## config.mk

```make
export PLATFORM = sky130hd
export DESIGN_NAME = mod_n_cascade_counter
export DESIGN_NICKNAME = d
export VERILOG_FILES = /design/src/rtl/mod_n_cascade_counter_pkg.sv /design/src/rtl/mod_n_digit.sv /design/src/rtl/mod_n_cascade_counter.sv
export SDC_FILE = /design/constraint.sdc
export NUM_CORES = 1
export LEC_CHECK = 0
export CORE_AREA = 4 4 41 43
export DETAILED_ROUTE_END_ITERATION = 7
export DIE_AREA = 0 0 45 47
export DONT_BUFFER_PORTS = 1
export MAX_ROUTING_LAYER = met4
export PLACE_DENSITY_LB_ADDON = 0.12
export SKIP_CTS_REPAIR_TIMING = 1
export SYNTH_ARGS = -nofsm -noshare
export SYNTH_HDL_FRONTEND = slang
export SYNTH_SLANG_ARGS = --single-unit
export TNS_END_PERCENT = 30
```

## constraint.sdc

```tcl
create_clock -name clk -period 3.89 [get_ports clk]
set_input_delay 0.778 -clock clk [delete_from_list [all_inputs] [get_ports clk]]
set_output_delay 0.778 -clock clk [all_outputs]
set_load 0.03 [all_outputs]
```

## src/rtl/mod_n_cascade_counter_pkg.sv

```systemverilog
// Shared constants and helpers for the mod-N cascade counter.
// No logic, no latency.
// No flow control.
package mod_n_cascade_counter_pkg;

  // Smallest bit count able to hold the values 0..value-1 (at least 1 bit).
  function automatic int clog2(input int value);
    int r;
    r = 1;
    for (int i = 1; i < 31; i++) begin
      if ((1 << i) < value) r = i + 1;
    end
    return r;
  endfunction

endpackage

```

## src/rtl/mod_n_digit.sv

```systemverilog
// One W-bit mod-MODULUS up/down digit with synchronous load and reset.
// q updates one clock after step/load; at_term is combinational from q and up.
// No backpressure; step is honoured on every edge it is high.
module mod_n_digit
  import mod_n_cascade_counter_pkg::*;
#(
  parameter int MODULUS = 10,
  parameter int W       = clog2(MODULUS)
) (
  input  logic         clk,
  input  logic         reset,
  input  logic         step,
  input  logic         up,
  input  logic         load,
  input  logic [W-1:0] d,
  output logic [W-1:0] q,
  output logic         at_term
);

  localparam logic [W-1:0] MAX_VAL = W'(MODULUS - 1);
  localparam logic [W:0]   MOD_EXT = (W+1)'(MODULUS);

  logic [W-1:0] cnt_q;
  logic [W-1:0] cnt_d;

  // Next digit value: load wins over step; out-of-range load values collapse to 0.
  always_comb begin
    cnt_d = cnt_q;
    if (load) begin
      cnt_d = ({1'b0, d} < MOD_EXT) ? d : '0;
    end else if (step) begin
      if (up) begin
        cnt_d = (cnt_q == MAX_VAL) ? '0 : cnt_q + 1'b1;
      end else begin
        cnt_d = (cnt_q == '0) ? MAX_VAL : cnt_q - 1'b1;
      end
    end
  end

  // Digit register with synchronous active-low clear.
  always_ff @(posedge clk) begin
    if (!reset) begin
      cnt_q <= '0;
    end else begin
      cnt_q <= cnt_d;
    end
  end

  assign q       = cnt_q;
  // The digit is about to wrap if it steps in the current direction.
  assign at_term = up ? (cnt_q == MAX_VAL) : (cnt_q == '0);

endmodule

```

## src/rtl/mod_n_cascade_counter.sv

```systemverilog
// DIGITS-digit cascaded mod-MODULUS up/down counter with load, tc, wrap and load_err.
// q, wrap and load_err are registered (1 clock); tc is combinational.
// No backpressure; en is acted on every edge unless load or reset take priority.
module mod_n_cascade_counter
  import mod_n_cascade_counter_pkg::*;
#(
  parameter  int MODULUS = 10,
  parameter  int DIGITS  = 2,
  localparam int W       = clog2(MODULUS)
) (
  input  logic                clk,
  input  logic                reset,
  input  logic                en,
  input  logic                up,
  input  logic                load,
  input  logic [DIGITS*W-1:0] d,
  output logic [DIGITS*W-1:0] q,
  output logic                tc,
  output logic                wrap,
  output logic                load_err
);

  localparam logic [W:0] MOD_EXT = (W+1)'(MODULUS);

  logic [DIGITS-1:0] step;
  logic [DIGITS-1:0] at_term;
  logic [DIGITS-1:0] oor;
  logic [W-1:0]      dig_q [DIGITS];

  logic wrap_q;
  logic wrap_d;
  logic load_err_q;
  logic load_err_d;

  for (genvar i = 0; i < DIGITS; i++) begin : g_digit
    // A digit steps only when every lower digit is at its terminal value.
    if (i == 0) begin : g_lsd
      assign step[i] = en;
    end else begin : g_upper
      assign step[i] = en & (&at_term[i-1:0]);
    end

    mod_n_digit #(
      .MODULUS (MODULUS),
      .W       (W)
    ) u_digit (
      .clk     (clk),
      .reset   (reset),
      .step    (step[i]),
      .up      (up),
      .load    (load),
      .d       (d[i*W +: W]),
      .q       (dig_q[i]),
      .at_term (at_term[i])
    );

    assign q[i*W +: W] = dig_q[i];
    assign oor[i]      = ({1'b0, d[i*W +: W]} >= MOD_EXT);
  end

  // Whole counter is at its terminal value and will roll over on this edge.
  assign tc = en & ~load & (&at_term);

  // wrap echoes tc one cycle later; load_err accumulates any out-of-range load.
  always_comb begin
    wrap_d     = tc;
    load_err_d = load_err_q | (load & (|oor));
  end

  // Status flags with synchronous active-low clear.
  always_ff @(posedge clk) begin
    if (!reset) begin
      wrap_q     <= 1'b0;
      load_err_q <= 1'b0;
    end else begin
      wrap_q     <= wrap_d;
      load_err_q <= load_err_d;
    end
  end

  assign wrap     = wrap_q;
  assign load_err = load_err_q;

endmodule

```

== Yosys cells after proc, flatten, opt, wreduce, memory -nomap -nowiden ==
Index checks and enable logic that the tools add are counted.

* Flip-flop bits (word level): 10
* Bits of input ports: 13
* Latch bits: 0
* Logic and storage cells: 40
* Bits in read-only memories: 0
* RAM bits: 0
* Memories: 0
* Output and inout port bits: 11

* Divide/modulo/power cells: 0
* $mul: 0
* Bitwise logic cells: 6
* Equality and inequality tests: 2
* Muxes and demuxes: 14
* Shift operators: 0
* $add $sub $neg: 4
* Reductions and logical operators: 6
* $lt $le $gt $ge: 4

{| class="wikitable"
|+ Operators with widths
! operator !! number
|-
| $mux 4 || 12
|-
| $add 4x1->4 const B || 2
|-
| $eq 4x4->1 const B || 2
|-
| $ge 4x4->1 const B || 2
|-
| $logic_not 4->1 || 2
|-
| $lt 4x4->1 const B || 2
|-
| $sub 4x1->4 const B || 2
|-
| $and 1x1->1 || 4
|-
| $reduce_bool 2->1 || 2
|-
| $mux 1 || 2
|-
| $reduce_and 2->1 || 1
|-
| $reduce_or 2->1 || 1
|-
| $not 1->1 || 1
|-
| $or 1x1->1 || 1
|}

== Longest topological paths before layout ==
Gate-level depths: netlist of run 1.

* Word-level depth: 5
* Mapped depth: 5
* Gate-level depth less buffers: 4

== Hierarchy ==
Synthesis of run 1 repeated with hierarchy kept, for this count alone.

* Cells, all modules: 100
* Area, all modules: 785.8 um2

{| class="wikitable"
|+ By module, submodules not included
! module !! sequential area each (um2) !! area each (um2) !! cells each !! times used
|-
| mod_n_digit || 80.1 || 349.1 || 45 || 2
|-
| mod_n_cascade_counter || 40.0 || 87.6 || 10 || 1
|}

== Worst setup path after synthesis of run 1 ==
No wires, ideal clock.

* Path kind: input-to-output
* Start point: input port up
* End point: output port tc
* Cell stages on the path: 3
* Slack: 1,150 ps
* Data arrival time: 1,962 ps
* Data required time: 3,112 ps
* Cell sequence: or3_4 > a2111oi_4 > and3_2

* Longest elaborated chain between the ends: 3
* Elaborated cells on any way between the ends: 4
* Classes of those cells: mux (2); bitwise (1); reduce/logical (1)

{| class="wikitable"
|+ RTL lines
! item !! RTL line !! RTL
|-
| start: declaration || mod_n_cascade_counter.sv:14 || <nowiki>input logic up,</nowiki>
|-
| $mux 1 || mod_n_digit.sv:51 || <nowiki>assign at_term = up ? (cnt_q == MAX_VAL) : (cnt_q == '0);</nowiki>
|-
| $reduce_and 2->1 * || mod_n_cascade_counter.sv:62 || <nowiki>assign tc = en & ~load & (&at_term);</nowiki>
|-
| $and 1x1->1 * || mod_n_cascade_counter.sv:62 ||
|-
| end: declaration || mod_n_cascade_counter.sv:18 || <nowiki>output logic tc,</nowiki>
|}

Mark *: on every way between the ends. The rest lies on a longest branch, timed or not.

== Final worst setup path of run 1 ==
* Start point: register g_digit[0].u_digit.cnt_q[0]
* End point: output port tc

* Longest elaborated chain between the ends: 4
* Elaborated cells on any way between the ends: 5
* Classes of those cells: eq/ne (1); mux (1); bitwise (1); reduce/logical (2)

{| class="wikitable"
|+ RTL lines
! item !! RTL line !! RTL
|-
| start: declaration || mod_n_digit.sv:23 || <nowiki>logic [W-1:0] cnt_q;</nowiki>
|-
| start signal: assignment || mod_n_digit.sv:45 || <nowiki>cnt_q <= cnt_d;</nowiki>
|-
| $eq 4x4->1 or $logic_not 4->1 (tied branches) || mod_n_digit.sv:51 ||
|-
| $mux 1 * || mod_n_digit.sv:51 ||
|-
| $reduce_and 2->1 * || mod_n_cascade_counter.sv:62 ||
|-
| $and 1x1->1 * || mod_n_cascade_counter.sv:62 ||
|}

Marked as above.

==> key figures, run 1 <==
Worst setup path
  – WP data required: 3.11 ns
  – Delay contributed by the slowest stage of the critical path: 0.55 ns
  – Worst-path cell chain: or3_4 > a2111oi_4 > and3_2
  – Element type at the critical path start: flop
  – CP Capture Type: output pin
  – Register-to-Register Setup Slack: 1.73 ns
  – Library cell contributing the largest single delay on the critical path: a2111oi_4
  – Crit Path Max Fanout: 11
  – Number of cells traversed by the worst register-to-register path: 4
  – Type of the worst setup path: flop to output pin
  – Arr. time, crit path: 2.22 ns

Synthesis
  – Post-synthesis simple-gate area fraction: 24.1%
  – Area share of xor/xnor cells in the synthesized design: 6.89%
  – FF+latch count, synth: 10
  – Avg Cell Area, Syn: 7.87 sq um
  – Gate count after technology mapping: 97
  – Synthesized-area fraction occupied by adder cells: 0%
  – Area fraction in compound gates after synthesis: 34.9%
  – Post-synthesis sequential area ratio: 26.2%
  – Combined area of all synthesized cells: 763 sq um
  – Mux contribution to synthesized area: 0%
  – Yosys cell types: 37
  – Total nets after synthesis: 110
  – Combinational family with the most area after synthesis: compound AO/OA/AOI/OAI gates
  – Number of synthesis warnings: 0

Global routing
  – Via count of the first global-routing pass: 616
  – Maximum number of pins on one net before global-route repair: 21
  – Grt ovf: 0
  – Global-route wire length before repair: 2770 microns
  – Total routing usage reported by global routing: 18.8%
  – Number of antenna violations at the first check in global routing: 0

STA
  – Final Skew: 0.00104 ns
  – Final critical delay including setup and external delays: 3.00 ns
  – Count of endpoints failing setup in the final report: 0
  – Maximum operating frequency: 333 MHz
  – Worst Hold Margin: 0.626 ns
  – Setup slack after layout: 0.890 ns
  – RSZ-0062 raised after global routing: false
  – Number of hold violations in the final report: 0
  – Final number of max-transition violations: 0
  – Post-Route Setup TNS: 0 ns
  – Crit share post-route: 77.1%
  – Max-slew headroom: 55.2%
  – Transition time at the pin with the least slew margin: 0.672 ns

Layout
  – Design area: 785 sq um
  – Final nets: 108
  – Final core utilization: 60.3%
  – Most common cell after layout, fill and taps aside: dfxtp_1
  – Share of layout cells above drive strength 1: 11.7%
  – Synth-to-layout area growth: 2.79%
  – Ant diodes: 0
  – Most frequent cells in the layout: 10 x dfxtp_1, 8 x o21ai_0, 7 x inv_1, 7 x nor2_1

Power
  – Internal power: 0.190 mW
  – Power density over cell area: 357 nW/um^2
  – Combinational group share of total power: 16.2%
  – P_leak: 0.271 nW
  – Maximum ir drop on the vdd rail: 0.213 mV
  – Fraction of power spent switching nets: 32.1%
  – Clock network fraction of design power: 34.4%
  – Share of power burned in registers: 49.4%
  – Net switching power: 0.0898 mW

Clock tree
  – Number of buffers added by the clock tree synthesis step: 3
  – Worst-skew pair later-pin latency: 0.27 ns
  – Number of levels in the clock H-tree: 1
  – CTS Sinks: 10
  – TritonCTS clock tree: yes
  – Clock slew at the register clock pins of the worst setup and hold paths: 0.07 ns
  – Clock tree root buffer cell: clkbuf_4
  – CTS Buffer Depth: 2

Floorplanning
  – Number of rows created at floorplan: 13
  – Boundary pin count: 24
  – Die X: 45 microns
  – Die extent in y: 47 microns
  – Total Die Area: 2120 sq um
  – Initial core utilization: 58.7%
  – Area of the placeable core: 1300 sq um

Placed design
  – Instance area at placement: 748 sq um
  – Count of buffers from port buffering: 0
  – Global placer's final weighted congestion: 0.837
  – Post-Place Worst Slack: 1.05 ns
  – HPWL Detailed: 1300 microns

Routing
  – Number of violations reported at the end of detailed-routing iteration 0: 10
  – Number of vias in the routed layout: 715
  – Sum of met3 wire segment lengths after detailed routing: 142 microns
  – First-pass iteration count of the detailed router: 4
  – Number of nets still failing antenna checks after routing: 0
  – Average detailed-routed wire length per instance: 15.9 microns
  – Number of remaining DRC errors: 0
  – Via/cell ratio: 6.56
  – Routed met1 length: 766 microns
  – DR top layer: met4
  – Length of routed met2 wiring: 815 microns
  – Routed wire length: 1740 microns

Run
  – Max-cap violation count: 0

Hold path
  – Cell depth of the worst hold path: 1
  – Worst min-delay path category: input pin to flop

Run status
  – Result of the run: complete, no violations
through the flow:
| step | std cells | total power, mW |
|---|---|---|
| floorplan | 97 | 0.183 |
| finish | 109 | 0.280 |
| global placement | 105 | 0.186 |
| detailed placement | 105 | 0.186 |
| global route | 109 | 0.296 |
| CTS | 109 | 0.282 |
cell usage after synthesis (all sizes together):
cell	number	area (sq um)
buf	2	15.0
a211oi	5	42.5
nand4b	2	17.5
nand3	3	15.0
o2bb2ai	1	8.76
o21ai	8	40.0
dfxtp	10	200
clkbuf	5	18.8
nor2b	1	6.26
and2	1	6.26
a21oi	4	20.0
nor4	2	12.5
o211ai	3	22.5
nand3b	1	7.51
xor2	1	8.76
a211o	1	8.76
nor3	4	20.0
o311ai	1	8.76
inv	7	26.3
o311a	3	32.5
and3	3	21.3
a2111oi	4	53.8
nand2	5	18.8
xnor2	5	43.8
a31oi	2	12.5
o32ai	1	8.76
nor4b	1	8.76
nand2b	1	6.26
a21boi	1	7.51
or3	2	17.5
nor2	7	26.3
power groups by stage:
| stage | Clock (mW) | Combinational (mW) | Sequential, mW |
|---|---|---|---|
| 2_1_floorplan | 0 | 0.0517 | 0.131 |
| 3_3_place_gp | 0 | 0.0452 | 0.141 |
| 3_5_place_dp | 0 | 0.0456 | 0.141 |
| 4_1_cts | 0.0975 | 0.0457 | 0.138 |
| 5_1_grt | 0.104 | 0.0515 | 0.140 |
| 6_report | 0.0964 | 0.0453 | 0.139 |
metal layers:
layer  GRT usage, %  vias up
li1               -      365
met1           20.8      328
met2           30.2       19
met3           8.81        3
met4           5.26        0
met5              -        -
worst max-delay path, delay by kind of cell, from the launching register on:
family | cells | cell delay, ns
DFF | 1 | 0.52
and+or+nand+nor | 2 | 0.87
AOI/OAI and AO/OA | 1 | 0.55
layout make-up:
type | count | area [sq um]
Sequential cell | 10 | 200
Fill cell | 127 | 517
Clock buffer | 4 | 36.3
Multi-Input combinational cell | 73 | 503
Inverter | 7 | 26.3
Tap cell | 15 | 18.8
kinds of logic (layout without fill, tap and decap cells):
group / count (synthesis) / after routing
xor gates and xnor gates: 6 / 6
and+or+nand+nor: 33 / 33
AOI/OAI and AO/OA: 34 / 34
buffers and inverters: 14 / 11
DFF: 10 / 10
registers in the layout (all words and copies together) (netlist names):
register,count
load_err,1
g_digit.u_digit.q,8
wrap,1
worst paths after layout:
path,start,to
worst min-delay path,load,g_digit[0].u_digit.q[2]$_SDFFE_PN0P_
worst max-delay path,g_digit[0].u_digit.q[0]$_SDFFE_PN0P_,tc
worst min register to register,load_err$_SDFF_PN0_,load_err$_SDFF_PN0_
worst max register to register,g_digit[0].u_digit.q[0]$_SDFFE_PN0P_,wrap$_SDFF_PN0_
No activity file was read; power rests on OpenSTA's default activity.
==> run 2: changes to the inputs <==
clock period = 3.1 ns   (was 3.89 ns; I/O delays follow)
==> key figures, run 2 (synthesis results as in run 1) <==
Run status
  – Result of the run: complete, no violations

Floorplanning
  – Total Die Area: 2120 sq um
  – Die X: 45 microns
  – Area of the placeable core: 1300 sq um
  – Boundary pin count: 24
  – Number of rows created at floorplan: 13
  – Initial core utilization: 58.7%
  – Die extent in y: 47 microns

Layout
  – Most common cell after layout, fill and taps aside: dfxtp_1
  – Share of layout cells above drive strength 1: 11.7%
  – Synth-to-layout area growth: 1.97%
  – Final nets: 109
  – Ant diodes: 0
  – Area used by multi-input combinational logic: 503 sq um
  – Most frequent cells in the layout: 10 x dfxtp_1, 8 x o21ai_0, 7 x inv_1, 7 x nor2_1
  – Number of flip-flops in the largest register: 8
  – Number of filler instances in the final layout: 137
  – Register area: 200 sq um
  – Cell Count, Final, Fillers Out: 109
  – Final core utilization: 59.8%

Clock tree
  – Clock tree root buffer cell: clkbuf_4
  – Number of levels in the clock H-tree: 1
  – TritonCTS clock tree: yes
  – CTS Sinks: 10
  – Worst-skew pair later-pin latency: 0.26 ns
  – CTS Buffer Depth: 2
  – Number of buffers added by the clock tree synthesis step: 3
  – Clock slew at the register clock pins of the worst setup and hold paths: 0.06 ns

Global routing
  – Total routing usage reported by global routing: 20.3%
  – Maximum number of pins on one net before global-route repair: 21
  – Via count of the first global-routing pass: 675
  – Grt ovf: 0
  – Global-route wire length before repair: 2990 microns
  – Number of antenna violations at the first check in global routing: 0

Placed design
  – Global placer's final weighted congestion: 0.849
  – Instance count after placement with tap cells included: 106
  – Post-Place Worst Slack: 0.587 ns
  – Count of buffers from port buffering: 0
  – HPWL Detailed: 1350 microns

STA
  – Count of endpoints failing setup in the final report: 0
  – RSZ-0062 raised after global routing: false
  – Max-slew headroom: 55.1%
  – Crit share post-route: 89.3%
  – Final number of max-transition violations: 0
  – Final critical delay including setup and external delays: 2.77 ns
  – Maximum operating frequency: 361 MHz
  – Post-Route Setup TNS: 0 ns
  – Final Skew: 0.00410 ns
  – Number of hold violations in the final report: 0
  – Transition time at the pin with the least slew margin: 0.673 ns
  – Setup slack after layout: 0.333 ns

Worst setup path
  – Crit Path Max Fanout: 8
  – WP data required: 2.48 ns
  – Number of cells traversed by the worst register-to-register path: 4
  – End of the worst register-to-register path: wrap$_SDFF_PN0_
  – R2r startpoint: g_digit[0].u_digit.q[3]$_SDFFE_PN0P_
  – Element type at the critical path start: flop
  – Arr. time, crit path: 2.15 ns
  – Register-to-Register Setup Slack: 1.00 ns
  – CP Capture Type: output pin
  – Type of the worst setup path: flop to output pin

Routing
  – Number of violations reported at the end of detailed-routing iteration 0: 27
  – Number of remaining DRC errors: 0
  – First-pass iteration count of the detailed router: 4
  – Via/cell ratio: 6.55
  – Routed wire length: 1840 microns
  – Number of vias in the routed layout: 714
  – Number of nets still failing antenna checks after routing: 0
  – Average detailed-routed wire length per instance: 16.9 microns

Run
  – Max-cap violation count: 0

Hold path
  – Hold worst-path end: g_digit[0].u_digit.q[1]$_SDFFE_PN0P_
  – Cell depth of the worst hold path: 1
  – Worst min-delay path category: input pin to flop
  – Hold path startpoint: reset

Power
  – P_leak: 0.269 nW
  – Maximum ir drop on the vdd rail: 0.206 mV
  – Power density over cell area: 412 nW/um^2
  – Pwr Total: 0.321 mW
[run 2: cell count changes in the layout (fill, tap and decap cells not counted)]
cell and change:
clkbuf_8 -1, buf_4 +1
[run 2: how the worst max path moves through the flow]
stage,cells past startpoint,slack (ns),endpoint,start
after floorplan,3,0.68,tc,up
after global placement,3,0.60,tc,up
after detailed placement,3,0.59,tc,up
after CTS,3,0.35,tc,g_digit[0].u_digit.q[3]$_SDFFE_PN0P_
after global routing,3,0.23,tc,g_digit[0].u_digit.q[3]$_SDFFE_PN0P_
final,3,0.33,tc,g_digit[0].u_digit.q[3]$_SDFFE_PN0P_
[run 2: per-stage QoR]
stage          hold slack (ns)  cell area, sq um
2_1_floorplan            0.621               763
3_3_place_gp             0.643               756
3_5_place_dp             0.644               756
4_1_cts                  0.473               778
5_1_grt                  0.467               778
6_report                 0.479               778
[run 2: cell type report]
class                      instances  share of cell area [%]
multi-input combinational         73                    64.6
timing repair buffer               1                   0.965
tap                               15                    2.41
sequential                        10                    25.7
inverter                           7                    3.38
clock buffer                       3                    2.89
[run 2: worst max-delay path, stage by stage, from the launching register on]
cell       delay, ns
dfxtp_1         0.46
or3_4           0.46
a2111oi_4       0.55
and3_2          0.40
[run 2: power by group]
part	switching, mW	internal, mW	total [mW]	leakage (nW)
logic	0.0320	0.0320	0.0640	0.173
clock network	0.0420	0.0448	0.0867	0.0138
registers	0.0329	0.137	0.170	0.0823
[run 2: per-layer routing]
metal	wire, microns	share of wire [%]	global-route usage (%)
met2	947	51	35.0
met5	0	0	-
met1	752	41	20.7
met3	144	7.8	9.58
met4	0	0	5.26
==> run 3: changes to the inputs <==
CORE_AREA = 2 2 39 41   (was 4 4 41 43)
DIE_AREA = 0 0 41 43   (was 0 0 45 47)
==> key figures, run 3 (synthesis results as in run 1) <==
Worst setup path
  – WP data required: 2.48 ns
  – CP Capture Type: output pin
  – Type of the worst setup path: flop to output pin
  – Element type at the critical path start: flop
  – Number of cells traversed by the worst register-to-register path: 4
  – R2r startpoint: g_digit[0].u_digit.q[3]$_SDFFE_PN0P_
  – Register-to-Register Setup Slack: 1.00 ns
  – Critical path launch point: g_digit[0].u_digit.q[3]$_SDFFE_PN0P_
  – Crit Path Max Fanout: 8
  – Arr. time, crit path: 2.14 ns
  – Capture point of the worst path: tc
  – End of the worst register-to-register path: wrap$_SDFF_PN0_

Routing
  – Number of remaining DRC errors: 0
  – Routed wire length: 1690 microns
  – Number of vias in the routed layout: 723
  – Via/cell ratio: 6.51
  – Number of violations reported at the end of detailed-routing iteration 0: 12
  – Average detailed-routed wire length per instance: 15.2 microns
  – Number of nets still failing antenna checks after routing: 0
  – First-pass iteration count of the detailed router: 4

Placed design
  – Instance area at placement: 757 sq um
  – Global placer's final weighted congestion: 0.745
  – HPWL Detailed: 1270 microns
  – Instance count after placement with tap cells included: 107
  – Count of buffers from port buffering: 0

STA
  – Final critical delay including setup and external delays: 2.76 ns
  – Max-slew headroom: 55.2%
  – RSZ-0062 raised after global routing: false
  – Final Skew: 0.00557 ns
  – Transition time at the pin with the least slew margin: 0.671 ns
  – Post-Route Setup TNS: 0 ns
  – Number of hold violations in the final report: 0
  – Crit share post-route: 89.1%
  – Final number of max-transition violations: 0
  – Count of endpoints failing setup in the final report: 0
  – Maximum operating frequency: 362 MHz

Global routing
  – Grt ovf: 0
  – Maximum number of pins on one net before global-route repair: 21
  – Via count of the first global-routing pass: 646
  – Number of antenna violations at the first check in global routing: 0
  – Total routing usage reported by global routing: 23.6%
  – Global-route wire length before repair: 2750 microns

Clock tree
  – Number of buffers added by the clock tree synthesis step: 3
  – Clock slew at the register clock pins of the worst setup and hold paths: 0.08 ns
  – Worst-skew pair later-pin latency: 0.26 ns
  – CTS Sinks: 10
  – CTS Buffer Depth: 2
  – TritonCTS clock tree: yes
  – Number of levels in the clock H-tree: 1
  – Clock tree root buffer cell: clkbuf_4

Floorplanning
  – Area of the placeable core: 1380 sq um
  – Die X: 41 microns
  – Total Die Area: 1760 sq um
  – Initial core utilization: 55.2%
  – Boundary pin count: 24
  – Die extent in y: 43 microns
  – Number of rows created at floorplan: 14

Layout
  – Cell Count, Final, Fillers Out: 111
  – Synth-to-layout area growth: 3.93%
  – Number of filler instances in the final layout: 141
  – Design area: 793 sq um
  – Ant diodes: 0
  – Most frequent cells in the layout: 10 x dfxtp_1, 8 x o21ai_0, 7 x inv_1, 7 x nor2_1
  – Most common cell after layout, fill and taps aside: dfxtp_1
  – Share of layout cells above drive strength 1: 12.6%
  – Number of flip-flops in the largest register: 8
  – Final nets: 109

Run
  – Max-cap violation count: 0

Power
  – Maximum ir drop on the vdd rail: 0.237 mV
  – Power density over cell area: 444 nW/um^2
  – P_leak: 0.276 nW

Run status
  – Result of the run: complete, no violations

Hold path
  – Worst min-delay path category: input pin to flop
## run 3: worst max-delay path, cell delays in order, from the launching register on
cell	delay (ns)
dfxtp_1	0.46
or3_4	0.46
a2111oi_4	0.55
and3_2	0.40
## run 3: final cells by class
type / count / area (sq um) / share of cell area [%]
Multi-Input combinational cell: 73 / 503 / 63.4
Sequential cell: 10 / 200 / 25.2
Clock buffer: 4 / 36.3 / 4.57
Inverter: 7 / 26.3 / 3.31
Tap cell: 16 / 20.0 / 2.52
Timing Repair Buffer: 1 / 7.51 / 0.946
## run 3: power by group
group	internal [mW]	switching, mW	total (mW)	leakage [nW]
Sequential	0.137	0.0325	0.169	0.0823
Clock	0.0712	0.0491	0.120	0.0210
Combinational	0.0320	0.0310	0.0630	0.173
## run 3: how the worst min path moves through the flow
| stage | start | end | slack, ns | depth (start not counted) |
|---|---|---|---|---|
| global placement | load_err$_SDFF_PN0_ | load_err$_SDFF_PN0_ | 0.64 | 2 |
| finish | load | g_digit[0].u_digit.q[2]$_SDFFE_PN0P_ | 0.48 | 1 |
| floorplan | load_err$_SDFF_PN0_ | load_err$_SDFF_PN0_ | 0.62 | 2 |
| global route | reset | g_digit[0].u_digit.q[1]$_SDFFE_PN0P_ | 0.46 | 1 |
| CTS | load | g_digit[0].u_digit.q[2]$_SDFFE_PN0P_ | 0.47 | 1 |
| detailed placement | load_err$_SDFF_PN0_ | load_err$_SDFF_PN0_ | 0.65 | 2 |
## run 3: per-layer routing
| layer | share of wire, % | GRT usage, % | wire [microns] |
|---|---|---|---|
| met1 | 42 | 26.9 | 717 |
| met4 | 0 | 8.00 | 0 |
| met5 | 0 | - | 0 |
| met3 | 6.5 | 8.38 | 109 |
| met2 | 51 | 36.9 | 861 |
## run 3: per-stage QoR
stage | total power [mW] | setup WS [ns] | util (%) | hold WS (ns)
final | 0.353 | 0.337 | 57.3 | 0.477
after global routing | 0.373 | 0.218 | 57.3 | 0.462
after CTS | 0.355 | 0.334 | 57.3 | 0.474
after detailed placement | 0.236 | 0.584 | 54.7 | 0.648
after global placement | 0.235 | 0.607 | 54.7 | 0.638
after floorplan | 0.229 | 0.676 | - | 0.621
